## src/rtl/instr_sequencer.sv

```systemverilog
// rtl/instr_sequencer.sv - MiniRISC fetch/decode/execute sequencer with run/step/halt debug control
module instr_sequencer #(
    parameter int ADDR_W   = 5,
    parameter int INSTR_W  = 16,
    parameter int MAX_WAIT = 15
) (
    input  logic               i_Clk,
    input  logic               i_Rst_n,
    input  logic [INSTR_W-1:0] i_Instr,
    input  logic               i_Zero,
    input  logic               i_Mem_Ready,
    input  logic               i_Run,
    input  logic               i_Step,
    output logic               o_PC_Hold,
    output logic               o_Jmp_En,
    output logic [ADDR_W-1:0]  o_Jmp_Addr,
    output logic               o_ALU_En,
    output logic               o_Reg_We,
    output logic               o_Mem_Req,
    output logic               o_Mem_We,
    output logic               o_Halted,
    output logic               o_Fault
);
    localparam int CNT_W = $clog2(MAX_WAIT + 1);

    localparam logic [3:0] OP_NOP   = 4'h0;
    localparam logic [3:0] OP_LOAD  = 4'h8;
    localparam logic [3:0] OP_STORE = 4'h9;
    localparam logic [3:0] OP_JMP   = 4'hA;
    localparam logic [3:0] OP_JZ    = 4'hB;
    localparam logic [3:0] OP_JNZ   = 4'hC;
    localparam logic [3:0] OP_HALT  = 4'hF;

    typedef enum logic [2:0] {
        S_HALTED,
        S_FETCH,
        S_DECODE,
        S_EXEC,
        S_MEM,
        S_BRANCH,
        S_ADV,
        S_FAULT
    } state_t;

    state_t             state_q, state_d;
    logic [INSTR_W-1:0] ir_q, ir_d;
    logic [CNT_W-1:0]   cnt_q, cnt_d;
    logic               taken_q, taken_d;
    logic               run_q, step_q;

    logic               pc_hold_q, jmp_en_q, alu_en_q, reg_we_q;
    logic               mem_req_q, mem_we_q, halted_q, fault_q;
    logic [ADDR_W-1:0]  jmp_addr_q;

    logic [3:0]         op_q, op_d;
    logic               resume;
    logic               adv_d, jump_d;

    function automatic logic is_alu(input logic [3:0] op);
        return (op >= 4'h1) && (op <= 4'h7);
    endfunction

    assign op_q   = ir_q[INSTR_W-1 -: 4];
    assign op_d   = ir_d[INSTR_W-1 -: 4];
    assign resume = (i_Run & ~run_q) | (i_Step & ~step_q);
    assign adv_d  = (state_d == S_ADV);
    assign jump_d = adv_d & taken_d;

    always_comb begin
        state_d = state_q;
        ir_d    = ir_q;
        cnt_d   = cnt_q;
        taken_d = taken_q;
        unique case (state_q)
            S_HALTED: begin
                if (resume) begin
                    state_d = S_FETCH;
                end
            end
            S_FETCH: begin
                ir_d    = i_Instr;
                state_d = S_DECODE;
            end
            S_DECODE: begin
                unique case (op_q)
                    OP_NOP, OP_HALT:                state_d = S_ADV;
                    4'h1, 4'h2, 4'h3, 4'h4,
                    4'h5, 4'h6, 4'h7:               state_d = S_EXEC;
                    OP_LOAD, OP_STORE: begin
                        cnt_d   = '0;
                        state_d = S_MEM;
                    end
                    OP_JMP, OP_JZ, OP_JNZ:          state_d = S_BRANCH;
                    default:                        state_d = S_FAULT;
                endcase
            end
            S_EXEC: begin
                state_d = S_ADV;
            end
            S_MEM: begin
                // Ready on the final allowed cycle still completes the access.
                if (i_Mem_Ready) begin
                    state_d = S_ADV;
                end else begin
                    cnt_d = cnt_q + CNT_W'(1);
                    if (cnt_q == CNT_W'(MAX_WAIT - 1)) begin
                        state_d = S_FAULT;
                    end
                end
            end
            S_BRANCH: begin
                taken_d = (op_q == OP_JMP)
                        | ((op_q == OP_JZ)  &  i_Zero)
                        | ((op_q == OP_JNZ) & ~i_Zero);
                state_d = S_ADV;
            end
            S_ADV: begin
                taken_d = 1'b0;
                if ((op_q == OP_HALT) || !i_Run) begin
                    state_d = S_HALTED;
                end else begin
                    state_d = S_FETCH;
                end
            end
            S_FAULT: begin
                state_d = S_FAULT;
            end
            default: begin
                state_d = S_FAULT;
            end
        endcase
    end

    // Outputs are registered from the next state so they line up with state_q.
    always_ff @(posedge i_Clk or negedge i_Rst_n) begin
        if (!i_Rst_n) begin
            state_q    <= S_HALTED;
            ir_q       <= '0;
            cnt_q      <= '0;
            taken_q    <= 1'b0;
            run_q      <= 1'b0;
            step_q     <= 1'b0;
            pc_hold_q  <= 1'b1;
            jmp_en_q   <= 1'b0;
            jmp_addr_q <= '0;
            alu_en_q   <= 1'b0;
            reg_we_q   <= 1'b0;
            mem_req_q  <= 1'b0;
            mem_we_q   <= 1'b0;
            halted_q   <= 1'b1;
            fault_q    <= 1'b0;
        end else begin
            state_q    <= state_d;
            ir_q       <= ir_d;
            cnt_q      <= cnt_d;
            taken_q    <= taken_d;
            run_q      <= i_Run;
            step_q     <= i_Step;
            pc_hold_q  <= ~adv_d;
            jmp_en_q   <= jump_d;
            jmp_addr_q <= jump_d ? ir_d[ADDR_W-1:0] : '0;
            alu_en_q   <= (state_d == S_EXEC);
            reg_we_q   <= adv_d & (is_alu(op_d) | (op_d == OP_LOAD));
            mem_req_q  <= (state_d == S_MEM);
            mem_we_q   <= (state_d == S_MEM) & (op_d == OP_STORE);
            halted_q   <= (state_d == S_HALTED);
            fault_q    <= (state_d == S_FAULT);
        end
    end

    assign o_PC_Hold  = pc_hold_q;
    assign o_Jmp_En   = jmp_en_q;
    assign o_Jmp_Addr = jmp_addr_q;
    assign o_ALU_En   = alu_en_q;
    assign o_Reg_We   = reg_we_q;
    assign o_Mem_Req  = mem_req_q;
    assign o_Mem_We   = mem_we_q;
    assign o_Halted   = halted_q;
    assign o_Fault    = fault_q;

endmodule
```

## config.mk

```make
export PLATFORM = sky130hd
export DESIGN_NAME = instr_sequencer
export DESIGN_NICKNAME = d
export VERILOG_FILES = /design/src/rtl/instr_sequencer.sv
export SDC_FILE = /design/constraint.sdc
export NUM_CORES = 1
export LEC_CHECK = 0
export ABC_AREA = 1
export BUFFER_PORTS_ARGS = -buffer_cell sky130_fd_sc_hd__buf_2
export CELL_PAD_IN_SITES_DETAIL_PLACEMENT = 1
export CELL_PAD_IN_SITES_GLOBAL_PLACEMENT = 1
export CORE_ASPECT_RATIO = 1.75
export CORE_MARGIN = 3
export CORE_UTILIZATION = 41
export DETAILED_ROUTE_END_ITERATION = 8
export GPL_TIMING_DRIVEN = 0
export PLACE_DENSITY = 0.79
export SLEW_MARGIN = 20
export SYNTH_ARGS = -nofsm -noshare
export SYNTH_HDL_FRONTEND = slang
export SYNTH_SLANG_ARGS = --single-unit
```

## constraint.sdc

```tcl
create_clock -name i_Clk -period 2.1 [get_ports i_Clk]
set_input_delay 0.21 -clock i_Clk [delete_from_list [all_inputs] [get_ports i_Clk]]
set_output_delay 0.21 -clock i_Clk [all_outputs]
set_load 0.02 [all_outputs]
```

==> results.sh <==
export IMPL_synth_most_common_cell="nand2_1"
export IMPL_setup_viol=0
export IMPL_arrival_ns=1.90
export IMPL_crit_type="reg -> reg"
export IMPL_cts_root_buf="clkbuf_8"
export IMPL_cts_buffers_inserted=5
export IMPL_tns_ns=0
export IMPL_synth_avg_cell_area_sq_um=8.76
export IMPL_hpwl_mm=2.71
export IMPL_drive_gt1_share_pct=24.6
export IMPL_yosys_warnings=0
export IMPL_grt_first_pass_wirelength_mm=6.02
export IMPL_design_die_area_sq_um=4280
export IMPL_wl_mm=3.46
export IMPL_drc=0
export IMPL_ctsHoldBuffers=0
export IMPL_max_freq_mhz=589
export IMPL_place_area_sq_um=1630
export IMPL_h_tree_depth=2
export IMPL_syn_nets=188
export IMPL_synth_compound_area_share_pct=9.76
export IMPL_chipHeight_microns=84.3
export IMPL_dp_slack_ns=0.398
export IMPL_antenna_found_initial=0
export IMPL_cts_resized_gates=0
export IMPL_place_congestion=0.873
export IMPL_synthXorXnorAreaFrac_pct=1.22
export IMPL_max_cap_viol_count=0
export IMPL_ir_drop_v=0.000876
export IMPL_seq_area_frac_synth_pct=55.9
export IMPL_ys_types=26
export IMPL_area_growth_pct=19.7
export IMPL_dp_cells=234
export IMPL_grt_remaining_overflow=0
export IMPL_die_w_microns=50.7
export IMPL_worstPathRequired_ns=2.31
export IMPL_whs_ns=-0.0298
export IMPL_nets=222
export IMPL_rsz0062_at_grt="no"
export IMPL_grt_max_degree=33
export IMPL_path_cells="inv_1 -> ha_1 -> nand3_1 -> nor2_1 -> nor2_1 -> nand3_1 -> nand2_1 -> nand4_2 -> nor2_1"
export IMPL_fin_ws_ns=0.403
export IMPL_firstDrtPassIters=5
export IMPL_num_antenna_cells=0
export IMPL_core_region_area_sq_um=3240
export IMPL_yosys_area_top_type="dfrtp_1"
export IMPL_clock_latency_ns=0.28
export IMPL_grt_total_usage_pct=18.9
export IMPL_io_pins=35
export IMPL_fin_crit_sh_pct=80.8
export IMPL_power_density_nw_per_um2=1490
export IMPL_postCtsSetupBuffers=0
export IMPL_clock_sinks=32
export IMPL_drt_iter0_drc=20
export IMPL_port_buffer_count=27
export IMPL_cp_max_fo=6
export IMPL_tightest_slew_ns=0.706
export IMPL_synth_mux_area_fraction_pct=0
export IMPL_critPathTopFamily="simple AND/OR/NAND/NOR gates"
export IMPL_viasPerCell=4.95
export IMPL_cts_tree="yes"
export IMPL_placementRows=27
export IMPL_cpMaxStageDelayCell="dfrtp_1"
export IMPL_synth_seq_cells=32
export IMPL_violations="negative hold slack"
export IMPL_skew_ns=0.00345
export IMPL_cp_num_buf_inv=1
export IMPL_netlist_area_sq_um=1440
export IMPL_leakagePower_uw=0.000970
export IMPL_slew_violations=0
export IMPL_synth_top_family_by_area="simple AND/OR/NAND/NOR gates"
export IMPL_synth_edf_count=0
export IMPL_grt_pass1_vias=1359
export IMPL_netlist_instances=164
export IMPL_instances_no_fill=242
export IMPL_clock_path_buffers=2
export IMPL_synthAdderAreaFrac_pct=1.74
export IMPL_max_slew_margin_pct=53.0
export IMPL_stdcell_area_sq_um=1720
export IMPL_min_period_ns=1.70
export IMPL_synth_async_reset_ratio_pct=100
export IMPL_cp_end_kind="flop"
export IMPL_synth_simple_area_share_pct=22.6
export IMPL_crit_top_cell="nor2_1"
export IMPL_synth_area_leaders="dfrtp_1 52%, nand2_1 8.4%, inv_1 7.1%"
export IMPL_cp_start_kind="flop"
export IMPL_wl_per_cell_microns=14.3
export IMPL_path_clk_slew_ns=0.07
export IMPL_initial_core_util_pct=44.3
export IMPL_max_stage_delay_ns=0.38
export IMPL_ant_nets=0
export IMPL_hold_viol_final=30
export IMPL_yosys_top_cells_count="32 x nand2_1, 30 x dfrtp_1, 27 x inv_1, 18 x nor2_1, 17 x nand3_1"
export IMPL_status="finished with violations"
export IMPL_synth_top_area_share_pct=52.3
export IMPL_synth_main_ff_cell="dfrtp_1"
export IMPL_worstHoldPathType="in -> async"
export IMPL_num_vias=1199
## power breakdown
group	switching (uW)	leakage (uW)	internal [uW]	total [uW]
Sequential	135	0.000401	820	956
Combinational	766	0.000524	343	1110
Clock	228	0.0000445	266	494
Total	1130	0.000970	1430	2560
## cell type report
class,instances,area [sq um]
well taps,43,53.8
repair buffers,27,135
multi-input cells,99,508
flip-flops and latches,32,803
fillers,429,1520
inverters,31,116
plain buffers,2,8.76
clock buffers,7,86.3
clock inverters,1,7.51
## registers in the layout, indices dropped and copies added, names as in the netlist
register    count
run_q           1
o_PC_Hold       1
o_Mem_Req       1
state_q         3
ir_q            9
o_Halted        1
o_Jmp_En        1
o_Fault         1
cnt_q           4
o_Reg_We        1
o_Jmp_Addr      5
o_ALU_En        1
o_Mem_We        1
taken_q         1
step_q          1
## worst reg2reg max path, delay by kind of cell (launching register included)
kind	cells	cell delay, ns
fa+ha+maj	1	0.20
buf+inv	1	0.08
flops	1	0.38
simple gates	7	0.96
## cell families after synthesis
family	Yosys count
buf+inv	33
compound gates	21
fa+ha+maj	2
xor+xnor	2
simple gates	74
flops	32
## path summary, 6_finish.rpt
kind | from | end | cells past startpoint | slack [ns]
max | cnt_q[0] | o_Jmp_Addr[3] | 9 | 0.40
min | i_Rst_n | cnt_q[2] | 1 | -0.03
max in group asynchronous | i_Rst_n | state_q[0] | 1 | 1.67
max reg2reg | cnt_q[0] | o_Jmp_Addr[3] | 9 | 0.40
min reg2reg | taken_q | taken_q | 2 | 0.54
min in group i_Clk | i_Step | step_q | 1 | 0.04
## per-stage QoR
stage | util, % | power (uW)
3_3_place_gp | 50.1 | 2000
4_1_cts | 53.0 | 2590
6_report | 53.0 | 2560
2_1_floorplan | - | 1760
5_1_grt | 53.0 | 2790
3_5_place_dp | 50.1 | 2080
## cells in the final DEF (no fill, tap or decap), types with 3 or more instances in the layout
cell type,n
nand3_1,17
inv_1,27
clkbuf_8,6
o21ai_1,4
o21ai_0,7
nand2_1,32
dfrtp_1,30
nor2_1,18
buf_2,28
inv_2,4
a21oi_1,3
## routing by layer
metal	vias to the layer above	GRT usage, %	part of all wire, %
li1	582	-	-
met1	587	17.6	34
met2	23	36.4	59
met3	7	4.26	3.8
met4	0	9.07	2.9
met5	-	0	0
No activity file was read; power rests on OpenSTA's default activity.
